### src/rtl/vc_weighted_arbiter.sv
// vc_weighted_arbiter
// -------------------
// Weighted round-robin scheduler sharing one transaction-layer output path
// between NUM_REQ virtual-channel FIFOs. It arbitrates only while `active`
// is high. Once a VC is granted, its FIFO head is popped in a burst of up to
// weight[vc] words. A SELECT cycle separates consecutive grants.
//
// Handshake: a word leaves VC i on a cycle where fifo_pop[i]=1. fifo_pop is
// only raised when fifo_empty[i]=0, so pop acts as "ready" against the FIFO's
// implicit "valid" (~fifo_empty). out_valid has no ready. The destination
// throttles the arbiter through dest_almost_full, which holds off further
// pops.
//
// Optional build macro: VC_ARB_GRANT_COUNT_EN adds per-VC saturating 8-bit
// pop counters on grant_count.
//
// Ports:
//   clk, reset        rising-edge clock, synchronous active-high reset
//   init              one-cycle pulse: latch weight_cfg, restart arbitration
//   active            arbitration enable from the link state machine
//   weight_cfg        per-VC burst weights, VC i at [i*WEIGHT_W +: WEIGHT_W]
//   fifo_empty        per-VC empty flags
//   fifo_data         show-ahead head words, VC i at [i*DATA_W +: DATA_W]
//   fifo_pop          one-hot combinational pop strobe
//   dest_almost_full  destination backpressure
//   out_valid/out_data/out_vc  registered popped word and its source VC
//   busy              high while a burst is being served
//   grant_count       (VC_ARB_GRANT_COUNT_EN only) per-VC pop counters
module vc_weighted_arbiter #(
  parameter int NUM_REQ  = 4,
  parameter int DATA_W   = 6,
  parameter int WEIGHT_W = 3,
  parameter int ID_W     = 2
) (
  input  logic                         clk,
  input  logic                         reset,
  input  logic                         init,
  input  logic                         active,
  input  logic [NUM_REQ*WEIGHT_W-1:0]  weight_cfg,
  input  logic [NUM_REQ-1:0]           fifo_empty,
  input  logic [NUM_REQ*DATA_W-1:0]    fifo_data,
  output logic [NUM_REQ-1:0]           fifo_pop,
  input  logic                         dest_almost_full,
  output logic                         out_valid,
  output logic [DATA_W-1:0]            out_data,
  output logic [ID_W-1:0]              out_vc,
  output logic                         busy
`ifdef VC_ARB_GRANT_COUNT_EN
  ,
  output logic [NUM_REQ*8-1:0]         grant_count
`endif
);

  typedef enum logic [1:0] {
    ST_IDLE   = 2'd0,
    ST_SELECT = 2'd1,
    ST_BURST  = 2'd2
  } state_t;

  // state_q is the FSM state that checkers bind to.
  state_t              state_q;
  state_t              state_d;

  logic [WEIGHT_W-1:0] weight_q [NUM_REQ];
  logic [WEIGHT_W-1:0] cfg_w    [NUM_REQ];
  logic [DATA_W-1:0]   head_w   [NUM_REQ];
  logic [ID_W-1:0]     ptr_q;
  logic [ID_W-1:0]     grant_q;
  logic [WEIGHT_W-1:0] credit_q;
  logic [ID_W-1:0]     sel_id;
  logic                sel_found;
  logic                pop_ok;

  for (genvar gi = 0; gi < NUM_REQ; gi++) begin : g_unpack
    assign cfg_w[gi]  = weight_cfg[gi*WEIGHT_W +: WEIGHT_W];
    assign head_w[gi] = fifo_data[gi*DATA_W +: DATA_W];
  end

  // Round-robin search starting just after the last grant. A zero weight
  // masks a VC. The offset ordering makes ptr+1 the highest priority.
  always_comb begin
    sel_found = 1'b0;
    sel_id    = '0;
    for (int k = 1; k <= NUM_REQ; k++) begin
      if (!sel_found
          && !fifo_empty[ID_W'((int'(ptr_q) + k) % NUM_REQ)]
          && weight_q[ID_W'((int'(ptr_q) + k) % NUM_REQ)] != '0) begin
        sel_found = 1'b1;
        sel_id    = ID_W'((int'(ptr_q) + k) % NUM_REQ);
      end
    end
  end

  // reset and init also gate the pop so nothing leaves the FIFO in the
  // cycle the arbiter is being restarted.
  assign pop_ok = (state_q == ST_BURST) && active && !init && !reset
                  && !fifo_empty[grant_q] && !dest_almost_full
                  && (credit_q != '0);

  // State register
  always_ff @(posedge clk) begin
    if (reset) begin
      state_q <= ST_IDLE;
    end else begin
      state_q <= state_d;
    end
  end

  // Next-state logic
  always_comb begin
    state_d = state_q;
    case (state_q)
      ST_IDLE: begin
        if (active) state_d = ST_SELECT;
      end
      ST_SELECT: begin
        if (!active)        state_d = ST_IDLE;
        else if (sel_found) state_d = ST_BURST;
      end
      ST_BURST: begin
        // An empty FIFO ends the burst even while the destination stalls.
        if (!active)                                   state_d = ST_IDLE;
        else if (fifo_empty[grant_q])                  state_d = ST_SELECT;
        else if (credit_q == '0)                       state_d = ST_SELECT;
        else if (pop_ok && credit_q == WEIGHT_W'(1))   state_d = ST_SELECT;
      end
      default: state_d = ST_IDLE;
    endcase
    if (init) state_d = ST_IDLE;
  end

  // Outputs
  always_comb begin
    fifo_pop = '0;
    if (pop_ok) fifo_pop[grant_q] = 1'b1;
    busy = (state_q == ST_BURST);
  end

  // Datapath: weights, round-robin pointer, burst credit, output register
  always_ff @(posedge clk) begin
    if (reset) begin
      for (int i = 0; i < NUM_REQ; i++) weight_q[i] <= WEIGHT_W'(1);
      ptr_q     <= ID_W'(NUM_REQ - 1);
      grant_q   <= '0;
      credit_q  <= '0;
      out_valid <= 1'b0;
      out_data  <= '0;
      out_vc    <= '0;
    end else if (init) begin
      for (int i = 0; i < NUM_REQ; i++) weight_q[i] <= cfg_w[i];
      ptr_q     <= ID_W'(NUM_REQ - 1);
      credit_q  <= '0;
      out_valid <= 1'b0;
    end else begin
      out_valid <= pop_ok;
      if (pop_ok) begin
        out_data <= head_w[grant_q];
        out_vc   <= grant_q;
        credit_q <= credit_q - WEIGHT_W'(1);
      end
      if (state_q == ST_SELECT && active && sel_found) begin
        grant_q  <= sel_id;
        ptr_q    <= sel_id;
        credit_q <= weight_q[sel_id];
      end
      // Dropping out of the link-active state abandons the burst.
      if (state_q == ST_BURST && !active) credit_q <= '0;
    end
  end

`ifdef VC_ARB_GRANT_COUNT_EN
  logic [7:0] cnt_q [NUM_REQ];

  always_ff @(posedge clk) begin
    if (reset || init) begin
      for (int i = 0; i < NUM_REQ; i++) cnt_q[i] <= '0;
    end else begin
      for (int i = 0; i < NUM_REQ; i++) begin
        if (fifo_pop[i] && cnt_q[i] != 8'hFF) cnt_q[i] <= cnt_q[i] + 8'd1;
      end
    end
  end

  for (genvar gc = 0; gc < NUM_REQ; gc++) begin : g_cnt
    assign grant_count[gc*8 +: 8] = cnt_q[gc];
  end
`endif

endmodule

### config.mk
export PLATFORM = sky130hd
export DESIGN_NAME = vc_weighted_arbiter
export DESIGN_NICKNAME = d
export VERILOG_FILES = /design/src/rtl/vc_weighted_arbiter.sv
export SDC_FILE = /design/constraint.sdc
export NUM_CORES = 1
export LEC_CHECK = 0
export ABC_AREA = 1
export ABC_CLOCK_PERIOD_IN_PS = 2000
export BUFFER_PORTS_ARGS = -buffer_cell sky130_fd_sc_hd__buf_2
export CELL_PAD_IN_SITES_DETAIL_PLACEMENT = 1
export CELL_PAD_IN_SITES_GLOBAL_PLACEMENT = 2
export CORE_ASPECT_RATIO = 0.5
export CORE_MARGIN = 2
export CORE_UTILIZATION = 26
export CTS_BUF_LIST = sky130_fd_sc_hd__clkbuf_2 sky130_fd_sc_hd__clkbuf_4 sky130_fd_sc_hd__clkbuf_8
export CTS_CLUSTER_DIAMETER = 120
export DETAILED_ROUTE_END_ITERATION = 6
export PLACE_DENSITY = 0.84
export SKIP_LAST_GASP = 1
export SLEW_MARGIN = 20
export SYNTH_ARGS = -nofsm -noshare
export SYNTH_HDL_FRONTEND = slang
export SYNTH_SLANG_ARGS = --single-unit
### constraint.sdc
create_clock -name clk -period 2 [get_ports clk]
set_input_delay 0.4 -clock clk [delete_from_list [all_inputs] [get_ports clk]]
set_output_delay 0.4 -clock clk [all_outputs]
set_load 0.05 [all_outputs]
# Word-level counts from Yosys, hierarchy flattened
# Memories as Yosys holds them, arrays and structs flattened.
# Cells that the tools add are included.
[totals]
mem_count = 1
reg_bits = 18
mem_bits_ro = 0
ramBits = 12
latchBits = 0
word_cells = 122
[mem_list]
columns = ["name", "words", "width", "rd", "rd_clocked_by_memory_dff", "write_ports", "line_no", "text"]
rows = [
  ["weight_q", 4, 3, 5, 0, 4, "64", "logic [WEIGHT_W-1:0] weight_q [NUM_REQ];"],
]
[classes]
muxes = 47
multipliers = 0
n_div = 0
add_sub_neg = 5
reduce_logical = 43
n_bitwise = 6
shifts = 0
eq_ne = 6
magnitude_cmp = 7
[op_table]
columns = ["op", "count"]
rows = [
  ["2-bit 2-to-1 mux", 11],
  ["1-bit 2-to-1 mux", 19],
  ["1-bit logical AND", 18],
  ["3-bit 2-to-1 mux", 6],
  ["2-bit by 4-bit less-than comparator with 1-bit output (second input constant)", 4],
  ["3-bit nonzero test", 5],
  ["6-bit binary-select mux with 2-bit select", 1],
  ["1-bit zero test", 12],
  ["6-bit 2-to-1 mux", 2],
  ["1-bit binary-select mux with 2-bit select", 5],
  ["2-bit one-hot mux with 3 select lines", 1],
  ["5-bit by 2-bit != test with 1-bit output (second input constant)", 1],
  ["2-bit by 1-bit adder with 2-bit output (second input constant)", 2],
  ["2-bit adder (second input constant)", 2],
  ["4-bit 2-to-1 mux", 1],
  ["1-bit OR", 4],
  ["2-bit AND reduction", 2],
  ["3-bit by 1-bit equality test with 1-bit output (second input constant)", 1],
  ["3-bit >= comparator (second input constant)", 1],
  ["3-bit zero test", 1],
  ["2-bit by 3-bit less-than comparator with 1-bit output (second input constant)", 1],
  ["3-bit != test (second input constant)", 1],
  ["2-bit NOT with 3-bit output", 1],
  ["3-bit AND reduction", 1],
  ["other kinds (11)", 11],
]

# Depth between registers and ports, before layout
[logic_depth]
depth_word = 22
depth_mapped = 17
ltp_nobuf = 16

# Least setup slack after synthesis
# OpenSTA, ideal clock, no wires.
[synth_timing]
path_type = "register to output"
from = "register credit_q[0]"
to = "output port fifo_pop[0]"
arrival_time_ns = 2.511
path_stages_with_launch = 10
path_slack_ns = -0.911
t_required_ns = 1.600
cell_sequence = "dfxtp_1 -> inv_1 -> ha_1 -> ha_1 -> a21oi_1 -> o21ai_0 -> nor4_1 -> nand2_1 -> clkbuf_1 -> nor3_1"
[synth_between]
elab_chain_cells = 3
[synth_rtl]
columns = ["element", "line_no", "text"]
rows = [
  ["start, declared", "69", "logic [WEIGHT_W-1:0] credit_q;"],
  ["start signal, assigned", "159", "credit_q <= credit_q - WEIGHT_W'(1);"],
  ["start signal, assigned", "164", "credit_q <= weight_q[sel_id];"],
  ["3-bit nonzero test", "98", "&& (credit_q != '0);"],
  ["1-bit logical AND", "98", ""],
  ["4-bit 2-to-1 mux", "135", "if (pop_ok) fifo_pop[grant_q] = 1'b1;"],
  ["end, declared", "42", "output logic [NUM_REQ-1:0] fifo_pop,"],
]
# No other way between the ends.

# Worst setup path in the final report
[layout_timing]
from = "register credit_q[1]"
to = "output port fifo_pop[0]"
# Same word-level chain as after synthesis.

==> key figures <==
GRT
  – GRT overflow: 0
  – First-pass GRT wire length: approximately 10 mm
  – Gr usage total: approximately 16%
  – Largest net degree at the start of global routing: 16
  – Vias in the first global route: roughly 2,200
  – Initial antenna violation count: 0

CTS
  – Clock sinks: 32
  – Clock Tree Buf Depth: 2
  – Root Driver: clkbuf_8
  – Worst-skew pair later-pin latency: 290 ps
  – H-Tree Depth: 2
  – CTS Buf Count: 5
  – CTS tree: yes
  – Clock Pin Slew Worst Setup and Hold Paths: approximately 70 ps

Yosys
  – Net Count, Synth: 326
  – Post-synth EDFFs: 12
  – Synth top area share: between 10% and 20%
  – Leading area contributor after synthesis: dfxtp_1
  – Synth Cell Area: just over 2000 µm²
  – Yosys reg bits: 32
  – Post-synthesis cell count: 278
  – Mean post-synth cell area: around 7.3 µm²
  – Area contributors post-synth: dfxtp_1, edfxtp_1, nand2_1
  – Post-synthesis sequential area ratio: approximately 37%
  – Asr flop ratio synth: 0%
  – Ys flop type: dfxtp_1
  – Total number of yosys warnings: 0
  – Cell variety after synth: 33

Floorplanning
  – Core area: ~7500 µm²
  – Ports: just under 60
  – Die X-Extent: 129 µm
  – Row count: 22
  – Die Area: between 8000 and 9000 µm²
  – Initial Util: ~27%
  – Die Ht: between 60 and 70 µm

Pwr
  – Power, Total: ~0.0016 W
  – Pwr Density: 483 nW/µm²
  – P_leak: between 1.5 and 2 nW
  – Maximum vdd drop: about 0.00020 V

Timing
  – RSZ-0062 raised after global routing: true
  – Headroom to the max-slew limit: 66.5%
  – Clock skew: between 7 and 8 ps
  – Fin. Hold Viols: 0
  – Tcrit/Tclk final: 119%
  – Actual slew at the worst max-slew pin: 498 ps
  – Final slew viol count: 0
  – FMAX: between 400 and 500 MHz
  – Worst setup margin: -382 ps
  – Hold WS: between 300 and 400 ps
  – # setup viols final: 18
  – Final min period: between 2000 and 2500 ps

Cells and area
  – Area growth syn-to-layout: 64.1%
  – Layout cell share with drive strength beyond 1: roughly 54%
  – Ant. Diodes: 0
  – Fin nets: between 400 and 500
  – Most frequent cells in the layout: buf_2, buf_4, nand2_1, inv_1, nand3_1
  – Commonest non-fill, non-tap cell in the layout: buf_2
  – Final non-filler cell total: ~500

Flow run
  – Maximum Capacitance Violations: 0

Worst setup path
  – Worst EP required: around 1600 ps
  – Type of origin of the critical path: flip-flop
  – R2R setup slack: -180 ps
  – Crit-path slowest cell: dfxtp_2
  – FF-to-FF path depth: 15
  – R2r endpoint: credit_q[0]
  – Most used cell, CP: ha_4
  – Worst EP arrival: about 2000 ps
  – Worst-path fanout max: 4
  – Endpoint class of the critical path: output port
  – Slowest cell delay on critical path: roughly 340 ps
  – Crit-path cells: inv_2, ha_4, ha_4, a21oi_2, o21ai_1, nor4_2, nand2_2, nor3_4, buf_6
  – Crit Path Class: flip-flop to output port
  – FF-to-FF Start: credit_q[1]

Routing
  – Drt total wl: around 7.2 mm
  – Antenna-violating nets left: 0
  – Drt wl/cell: between 10 and 15 µm
  – Drt via density: around 4.5
  – 1st-iter DRT viols: 64
  – Residual DRC count: 0
  – Via count: 2,242
  – DR pass1 iterations: 4

Placed design
  – RePlAce Congestion: a little under 0.8
  – Number of port buffers: between 50 and 60
  – DP HPWL: between 5 and 6 mm
  – DP Cell Count: around 470
  – Place WS: -365 ps

Outcome
  – Status: complete, but fails checks
  – Failing checks: negative setup slack

Worst hold path
  – Hold Path Class: input pin to flip-flop
  – Hold path cells: 2
  – Hold_sp: weight_cfg[9]
  – Worst Hold End: weight_q[3][0]
-- critical path, delay by kind of cell (launching register included) --
family | cells | cell delay (ps)
DFF | 1 | 340
adders and majority gates | 2 | 320
buffers and inverters | 2 | 240
and+or+nand+nor | 3 | 620
AOI/OAI and AO/OA | 2 | 160
-- final cells by class --
type | count | area [µm²]
Multi-Input combinational cell | 197 | 1400
Clock buffer | 6 | 76.3
Tap cell | 108 | 135
Clock inverter | 1 | 5.00
Fill cell | 894 | 4110
Sequential cell | 32 | 768
Inverter | 43 | 176
Timing Repair Buffer | 111 | 790
-- metrics by stage --
stage | instance area (µm²) | utilization [%] | TNS (ps)
after floorplan | 2110 | - | -609
after global placement | 2740 | 36.8 | -2590
after detailed placement | 2740 | 36.8 | -4680
after CTS | 3030 | 40.6 | -1550
after global routing | 3350 | 44.9 | -5200
final | 3350 | 44.9 | -2780
-- metal layers --
metal  track usage, %  up-vias  wire, µm
met3             4.02       10       345
li1                 -     1141         -
met2             28.0       61      3620
met5                0        -         0
met4             6.79        0       120
met1             18.6     1030      3140
-- how the worst max path moves through the flow --
stage,cells after the start,end,from
final,9,fifo_pop[0],credit_q[1]
after global routing,9,fifo_pop[0],credit_q[0]
after CTS,10,fifo_pop[1],credit_q[0]
after detailed placement,13,out_data[5],credit_q[0]
after global placement,10,fifo_pop[2],credit_q[1]
after floorplan,9,fifo_pop[0],credit_q[0]
-- state kept, by name (all words and copies together), names as in the netlist, named ones only --
register and cells:
credit_q 3, grant_q 2, out_data 6, out_valid 1, out_vc 2, ptr_q 2, state_q 2, weight_q 12
-- synthesized netlist by cell type (2+ instances only) --
library cell   n
nand2_1       51
inv_1         40
nand3_1       30
nor2_1        28
dfxtp_1       20
a21oi_1       16
o21ai_0       14
edfxtp_1      12
nand2_2        9
a221oi_1       6
nor2_4         6
o21ai_1        6
nand2_4        4
or2_2          4
ha_1           3
nand3_2        3
nor2_2         3
o211ai_1       3
a31oi_1        2
buf_2          2
clkbuf_1       2
inv_2          2
o21ai_2        2
-- power by group --
part	internal (W)	switching, W
registers	0.000700	0.0000193
clock network	0.000250	0.000241
logic	0.000173	0.000234
-- kinds of logic after synthesis --
family / share of synthesized area, %
buffers and inverters: 9.95
flip-flops: 37.3
adder cells (fa/ha/maj): 1.84
AND/OR/NAND/NOR: 36.1
AO/OA/AOI/OAI: 14.8
-- repair_timing --
| action | in CTS | in global routing |
|---|---|---|
| setup buffers | 10 | 12 |
| hold buffers | 0 | 0 |
| pin swaps | 13 | 12 |
| setup endpoints to repair | 22 | 21 |
| cloned | 0 | 1 |
| gates resized for setup | 37 | 51 |
Power figures use the tool's default switching activity.
